### src/rtl/instr_fetch_queue_pkg.sv
// Shared constants for the instruction fetch queue: default widths and the bubble instruction.
// Each stored entry is packed as {prediction, pc, instr}.
package instr_fetch_queue_pkg;

  localparam int          XLEN_DEF      = 32;
  localparam logic [31:0] NOP_INSTR_DEF = 32'h0000_0033;  // add x0,x0,x0

  function automatic int entry_width(input int xlen);
    return 2 * xlen + 1;
  endfunction

endpackage

### src/rtl/ifq_storage.sv
// Register array for the fetch queue: one synchronous write port, one asynchronous read port.
// Contents are never reset; the queue masks stale entries with its valid flag.
module ifq_storage #(
  parameter int DEPTH = 4,
  parameter int WIDTH = 65,
  localparam int PW   = $clog2(DEPTH)
) (
  input  logic             clk,
  input  logic             wr_en,
  input  logic [PW-1:0]    wr_addr,
  input  logic [WIDTH-1:0] wr_data,
  input  logic [PW-1:0]    rd_addr,
  output logic [WIDTH-1:0] rd_data
);

  logic [WIDTH-1:0] mem [DEPTH];

  // NOTE: the array has no reset branch; clearing it would cost a mux per bit and
  // the valid flag already hides unwritten entries.
  always_ff @(posedge clk) begin
    if (wr_en) mem[wr_addr] <= wr_data;
  end

  assign rd_data = mem[rd_addr];

endmodule

### src/rtl/instr_fetch_queue.sv
// Show-ahead instruction queue between instruction memory and decode, with stall and flush.
// The head entry appears combinationally; an empty queue presents a NOP bubble.
module instr_fetch_queue
  import instr_fetch_queue_pkg::*;
#(
  parameter int               XLEN      = XLEN_DEF,
  parameter int               DEPTH     = 4,
  parameter logic [XLEN-1:0]  NOP_INSTR = XLEN'(NOP_INSTR_DEF),
  localparam int              CW        = $clog2(DEPTH + 1)
) (
  input  logic            clk,
  input  logic            rst_n,
  input  logic            i_imem_vld,
  input  logic [XLEN-1:0] i_imem_instr,
  input  logic [XLEN-1:0] i_imem_pc,
  input  logic            i_imem_pred,
  output logic            o_imem_rdy,
  input  logic            i_stall,
  input  logic            i_flush,
  output logic            o_vld,
  output logic [XLEN-1:0] o_instr,
  output logic [XLEN-1:0] o_pc,
  output logic            o_prediction,
  output logic [CW-1:0]   o_count
);

  localparam int            PW      = $clog2(DEPTH);
  localparam int            EW      = entry_width(XLEN);
  localparam logic [CW-1:0] FULL_C  = CW'(DEPTH);
  localparam logic [CW-1:0] CNT_ONE = CW'(1);
  localparam logic [PW-1:0] PTR_ONE = PW'(1);

  logic [PW-1:0] rd_ptr, wr_ptr;
  logic [CW-1:0] count;
  logic          out_of_reset;
  logic          enq, deq;
  logic [EW-1:0] head_entry;

  // Ready depends only on flops so flush/stall never reach the memory handshake.
  assign o_imem_rdy = out_of_reset && (count < FULL_C);
  assign o_vld      = (count != '0);
  assign o_count    = count;

  assign enq = i_imem_vld && o_imem_rdy && !i_flush;
  assign deq = o_vld && !i_stall && !i_flush;

  // NOTE: all state updates use non-blocking assignments so every flop samples
  // the pre-edge values of enq/deq and the pointers.
  always_ff @(posedge clk or negedge rst_n) begin
    if (!rst_n) begin
      rd_ptr       <= '0;
      wr_ptr       <= '0;
      count        <= '0;
      out_of_reset <= 1'b0;
    end else begin
      out_of_reset <= 1'b1;
      if (i_flush) begin
        rd_ptr <= '0;
        wr_ptr <= '0;
        count  <= '0;
      end else begin
        if (enq) wr_ptr <= wr_ptr + PTR_ONE;
        if (deq) rd_ptr <= rd_ptr + PTR_ONE;
        case ({enq, deq})
          2'b10:   count <= count + CNT_ONE;
          2'b01:   count <= count - CNT_ONE;
          default: count <= count;
        endcase
      end
    end
  end

  ifq_storage #(
    .DEPTH (DEPTH),
    .WIDTH (EW)
  ) u_storage (
    .clk     (clk),
    .wr_en   (enq),
    .wr_addr (wr_ptr),
    .wr_data ({i_imem_pred, i_imem_pc, i_imem_instr}),
    .rd_addr (rd_ptr),
    .rd_data (head_entry)
  );

  // NOTE: defaults come first so every path assigns every output and no latch is inferred.
  always_comb begin
    o_instr      = NOP_INSTR;
    o_pc         = '0;
    o_prediction = 1'b0;
    if (o_vld) begin
      o_instr      = head_entry[XLEN-1:0];
      o_pc         = head_entry[2*XLEN-1:XLEN];
      o_prediction = head_entry[EW-1];
    end
  end

endmodule

### config.mk
export PLATFORM = sky130hd
export DESIGN_NAME = instr_fetch_queue
export DESIGN_NICKNAME = d
export VERILOG_FILES = /design/src/rtl/instr_fetch_queue_pkg.sv /design/src/rtl/ifq_storage.sv /design/src/rtl/instr_fetch_queue.sv
export SDC_FILE = /design/constraint.sdc
export NUM_CORES = 1
export LEC_CHECK = 0
export CORE_MARGIN = 1.5
export CORE_UTILIZATION = 55
export CTS_BUF_LIST = sky130_fd_sc_hd__clkbuf_16
export CTS_CLUSTER_DIAMETER = 120
export CTS_CLUSTER_SIZE = 24
export DETAILED_ROUTE_END_ITERATION = 16
export PLACE_DENSITY = 0.8
export SLEW_MARGIN = 10
export SYNTH_ARGS = -nofsm -noshare
export SYNTH_HDL_FRONTEND = slang
export SYNTH_SLANG_ARGS = --single-unit
### constraint.sdc
create_clock -name clk -period 4.2 [get_ports clk]
set_clock_uncertainty 0.15 [all_clocks]
set_input_delay 0.84 -clock clk [delete_from_list [all_inputs] [get_ports clk]]
set_output_delay 0.84 -clock clk [all_outputs]
set_load 0.05 [all_outputs]
# After elaboration in Yosys (flattened, before gate mapping)
# Memory sizes are Yosys's and may differ from the RTL's.
# Cells that the tools add are included.
# Widths: inputs -> output; s select.
[classes]
add_sub_neg = 4
magnitude_cmp = 1
n_eq_ne = 2
n_mux = 11
n_reduce_logical = 11
[ops]
columns = ["operator", "count"]
rows = [
  ["$mux 32", 2],
  ["$mux 2", 4],
  ["$pmux 3 s2", 1],
  ["$reduce_bool 3->1", 2],
  ["$logic_and 1x1->1", 5],
  ["$add 2x1->2 const B", 2],
  ["$reduce_bool 2->1", 2],
  ["$add 3x1->3 const B", 1],
  ["$lt 3x3->1 const B", 1],
  ["$mux 1", 3],
  ["$mux 3", 1],
  ["$sub 3x1->3 const B", 1],
  ["$eq 2x1->1 const B", 1],
  ["$eq 2x2->1 const B", 1],
  ["$logic_not 1->1", 2],
]
[word_totals]
ff_bits = 8
mem_bits_rw = 260
input_bits = 70
output_inout_bits = 70
elab_cells = 34
n_memories = 1
[memory_table]
columns = ["memory", "depth", "word_bits", "rd", "rd_clocked_by_memory_dff", "wr", "line", "rtl"]
rows = [
  ["u_storage.mem", 4, 65, 1, 0, 1, "ifq_storage.sv:16", "logic [WIDTH-1:0] mem [DEPTH];"],
]

# Logic depth before layout (Yosys ltp)
[depth]
depth_word = 7
depth_mapped = 7
ltp_nobuf = 6

# By module
# From an unflattened synthesis, not the netlist that was laid out.
[hier_totals]
cells_unflattened = 468
area_unflattened_um2 = 10426.2
[by_module_without_submodules]
columns = ["mod", "instances", "cells_per_inst", "area_per_inst_um2", "seq_area_each_um2"]
rows = [
  ["ifq_storage", 1, 343, 9455.3, 7807.5],
  ["instr_fetch_queue", 1, 125, 970.9, 200.2],
]

# Least setup slack after synthesis
# OpenSTA, ideal clock, no wires.
[synth_path]
path_kind = "input-to-reg"
startpoint = "in i_flush"
endpoint = "mem u_storage.mem[0][0] (enable)"
setup_ps = 430
arrival_time_ps = 2745
required_time_ps = 3620
slack_ps = 875
path_stages = 3
path_buffers = 1
path_cell_list = "clkbuf_1 > nor2_1 > and2_1"
[synth_between]
elab_chain_len = 4
[synth_lines]
columns = ["element", "line", "rtl"]
rows = [
  ["start, declared", "instr_fetch_queue.sv:19", "input logic i_flush,"],
  ["$logic_not 1->1", "instr_fetch_queue.sv:44", "assign enq = i_imem_vld && o_imem_rdy && !i_flush;"],
  ["$logic_and 1x1->1", "instr_fetch_queue.sv:44", ""],
  ["$mux 1", "ifq_storage.sv:21", "if (wr_en) mem[wr_addr] <= wr_data;"],
  ["$mux 1 (not written as such)", "ifq_storage.sv:21", ""],
  ["end, declared", "ifq_storage.sv:16", ""],
]
# Every way passes these cells.

# Final worst setup path
[layout_path]
startpoint = "reg rd_ptr[1]"
endpoint = "out o_instr[0]"
[layout_between]
elab_chain_len = 2
[layout_lines]
columns = ["element", "line", "rtl"]
rows = [
  ["start, declared", "instr_fetch_queue.sv:33", "logic [PW-1:0] rd_ptr, wr_ptr;"],
  ["start signal, assigned", "instr_fetch_queue.sv:63", "if (deq) rd_ptr <= rd_ptr + PTR_ONE;"],
  ["$mem_v2 4x65", "--", ""],
  ["$mux 32", "instr_fetch_queue.sv:90", "if (o_vld) begin"],
  ["end, declared", "instr_fetch_queue.sv:21", "output logic [XLEN-1:0] o_instr,"],
]
# Every way passes these cells.

==> parameters.txt <==
Parameter                              Value

GRT
  Total GRT Usage    19.2%
  Via count of the first global-routing pass    5297
  Remaining Overflow, GRT    0
  Routing layer with the top usage in global route    met2
  First-pass GRT wire length    28700 µm
  Met3 track demand over resource    4.51%
  Global-route met2 utilization    33.4%
  Maximum number of pins on one net before global-route repair    68
  Number of antenna violations at the first check in global routing    1
  Met1 global-route usage    24.7%

STA
  Total Neg Setup Slack    0 ps
  Final period utilization    95.0%
  Post-layout min period    3990 ps
  Worst slew margin    32.6%
  Pins Over Slew Limit    0
  RSZ-0062 raised after global routing    false
  Achievable clock frequency    251 MHz
  Number of hold violations in the final report    0
  Final Setup Violations    0
  Transition time at the pin with the least slew margin    1010 ps

Floorplan
  Number of I/O pins    140
  Height of the chip    140 µm
  X dimension of the die    140 µm
  Placeable Area    18600 µm²
  Standard-cell row count    50
  Die area    19700 µm²
  Starting Density    55.9%

Worst setup path
  Required @ worst endpoint    3210 ps
  Startpoint class of the critical path    flop
  Crit path max-delay cell type    sky130_fd_sc_hd__dfrtp_4
  Max incr delay on CP    1100 ps
  Crit path max fanout    67
  Critical path, cell by cell    mux4_2 > or2_1 > clkdlybuf4s50_1
  Worst Setup Path Type    reg2out
  Worst Path Arrival    3000 ps
  CP endpoint kind    output port

Placed design
  Post-DP HPWL    11200 µm
  Cell count after placement    828
  Number of port buffers    139
  Final weighted congestion in routability-driven placement    0.717

Clock network
  Cell at the root of the clock tree    sky130_fd_sc_hd__clkbuf_16
  Deepest level of the CTS H-tree    1
  Clock Latency Late Sink    480 ps
  Clock tree sinks    268
  Clock transition at the registers of the reported paths    90 ps
  Post-cts resize count    0
  Clock tree buffer depth    3
  TritonCTS clock tree    built
  Number of CTS-inserted buffers    15

Yosys
  Post-synthesis cell area    10400 µm²
  Top cell type's share of synthesized area    75.2%
  Number of enable-type register cells in the synthesized netlist    260
  Synth area leader    sky130_fd_sc_hd__edfxtp_1
  Fraction of the yosys area taken by sequential cells    77.2%
  Syn avg cell area    22.1 µm²
  Yosys warnings    0
  Top cells by area in the synthesized netlist    sky130_fd_sc_hd__edfxtp_1 (75%), sky130_fd_sc_hd__mux4_2 (14%), sky130_fd_sc_hd__and2_1 (3.9%), sky130_fd_sc_hd__dfrtp_1 (1.9%), sky130_fd_sc_hd__buf_12 (0.58%)
  Synth Net Count    544
  Total of flip-flops plus latches after synthesis    268
  Most frequent cell after synthesis    sky130_fd_sc_hd__edfxtp_1
  Most used flip-flop cell after synthesis    sky130_fd_sc_hd__edfxtp_1
  Async set or reset register ratio after synthesis    2.99%
  Cell count after synthesis    469
  Most instantiated cells after synthesis    sky130_fd_sc_hd__edfxtp_1 (260), sky130_fd_sc_hd__and2_1 (65), sky130_fd_sc_hd__mux4_2 (63)
  Unique cell type count in the Yosys netlist    35

Power
  Internal Dissipation    4030 µW
  Switching fraction of total power    25.5%
  PD cells    432 nW/µm²
  Clock power frac    26.8%
  Share of total power in combinational logic    17.5%
  Sequential fraction of design power    55.6%
  P_sw    1380 µW
  Leakage Power    0.00392 µW
  Worst vdd ir    0.344 mV

Layout
  Area occupied by multi-input gates    2190 µm²
  Count of placed standard cells in the final layout, fillers left out    852
  Area taken by flip-flops and latches    8020 µm²
  Final Core Density    67.4%
  Share of cells above drive strength 1    16.2%
  Number of nets in the finished design    687
  Filler cell count    1165
  Synthesis-to-finish area growth    20.6%

Drt
  Detailed Route Iter0 Violations    289
  DR DRC count    0
  Final antenna-violating net count    0
  Average wire per standard cell    21.8 µm
  Via-per-instance ratio    5.74
  Vias after detailed routing    4894
  Iteration count of the initial detailed-routing pass    4
  Final wirelength    18600 µm

Flow run
  Max-capacitance violation count    0

Outcome
  Run status    complete, no violations

Worst hold path
  Hold WC Path Type    reg2reg
flip-flops by register name, indices dropped and copies added (netlist names):
register / cells
o_count: 3
out_of_reset: 1
rd_ptr: 2
u_storage.mem: 260
wr_ptr: 2
routing by layer:
layer	vias to the layer above	part of all wire, %
met5	-	0
met4	0	2.3
met3	30	6.5
met2	163	51
met1	2529	40
li1	2172	-
cell families after synthesis:
| group | after synthesis | synth area share (%) |
|---|---|---|
| other | 1 | 0.0361 |
| AND/OR/NAND/NOR | 85 | 5.14 |
| multiplexers | 65 | 14.2 |
| XOR/XNOR | 3 | 0.253 |
| flip-flops | 268 | 77.2 |
| buffers and inverters | 30 | 1.87 |
| AO/OA/AOI/OAI | 12 | 0.699 |
| adder cells (fa/ha/maj) | 5 | 0.675 |
cell type report:
| type | instances | share of cell area, % |
|---|---|---|
| inverters | 5 | 0.150 |
| multi-input cells | 171 | 17.5 |
| clock inverters | 7 | 0.380 |
| clock buffers | 15 | 3.00 |
| repair buffers | 151 | 12.6 |
| diodes | 1 | 0.0200 |
| well taps | 234 | 2.34 |
| flip-flops and latches | 268 | 64.0 |
worst max-delay path: cells and delay by family, from the launching register on:
kind | cells | cell delay [ps]
buffers and inverters | 1 | 710
DFF | 1 | 1100
muxes | 1 | 400
and+or+nand+nor | 1 | 270
through the flow:
stage	hold slack, ps	worst slack [ps]	cell area [µm²]	total power [µW]
2_1_floorplan	393	875	10400	3670
3_3_place_gp	409	638	12100	4000
3_5_place_dp	424	603	12100	4020
4_1_cts	438	44.8	12500	5450
5_1_grt	466	116	12500	5580
6_report	440	208	12500	5410
power groups by stage:
stage / clock network (µW) / logic, µW / registers [µW]
4_1_cts: 1500 / 944 / 3010
2_1_floorplan: 0 / 614 / 3060
5_1_grt: 1570 / 998 / 3010
3_5_place_dp: 0 / 941 / 3070
6_report: 1450 / 949 / 3010
3_3_place_gp: 0 / 928 / 3070
timing repair:
action,CTS,global route
endpoints found under the setup margin,0,10
setup buffers,0,1
hold buffers,0,0
cell usage in the layout, fill, tap and decap left out, types with 5 or more instances in the layout:
master,instances
sky130_fd_sc_hd__clkdlybuf4s50_1,139
sky130_fd_sc_hd__buf_12,6
sky130_fd_sc_hd__buf_4,5
sky130_fd_sc_hd__edfxtp_1,260
sky130_fd_sc_hd__dfrtp_1,6
sky130_fd_sc_hd__and2_1,61
sky130_fd_sc_hd__inv_1,9
sky130_fd_sc_hd__clkbuf_16,15
sky130_fd_sc_hd__mux4_2,63
path summary, 6_finish.rpt:
kind / startpoint / endpoint / slack (ps) / depth (start not counted)
setup / recovery: rd_ptr[1] / o_instr[0] / 210 / 3
hold / removal: wr_ptr[1] / wr_ptr[1] / 440 / 2
setup reg to reg: o_count[2] / o_count[1] / 1770 / 6
min in group asynchronous: rst_n / o_count[1] / 480 / 1
max in group asynchronous: rst_n / rd_ptr[1] / 3130 / 1
hold reg to reg: wr_ptr[1] / wr_ptr[1] / 440 / 2
Power figures use the tool's default switching activity.
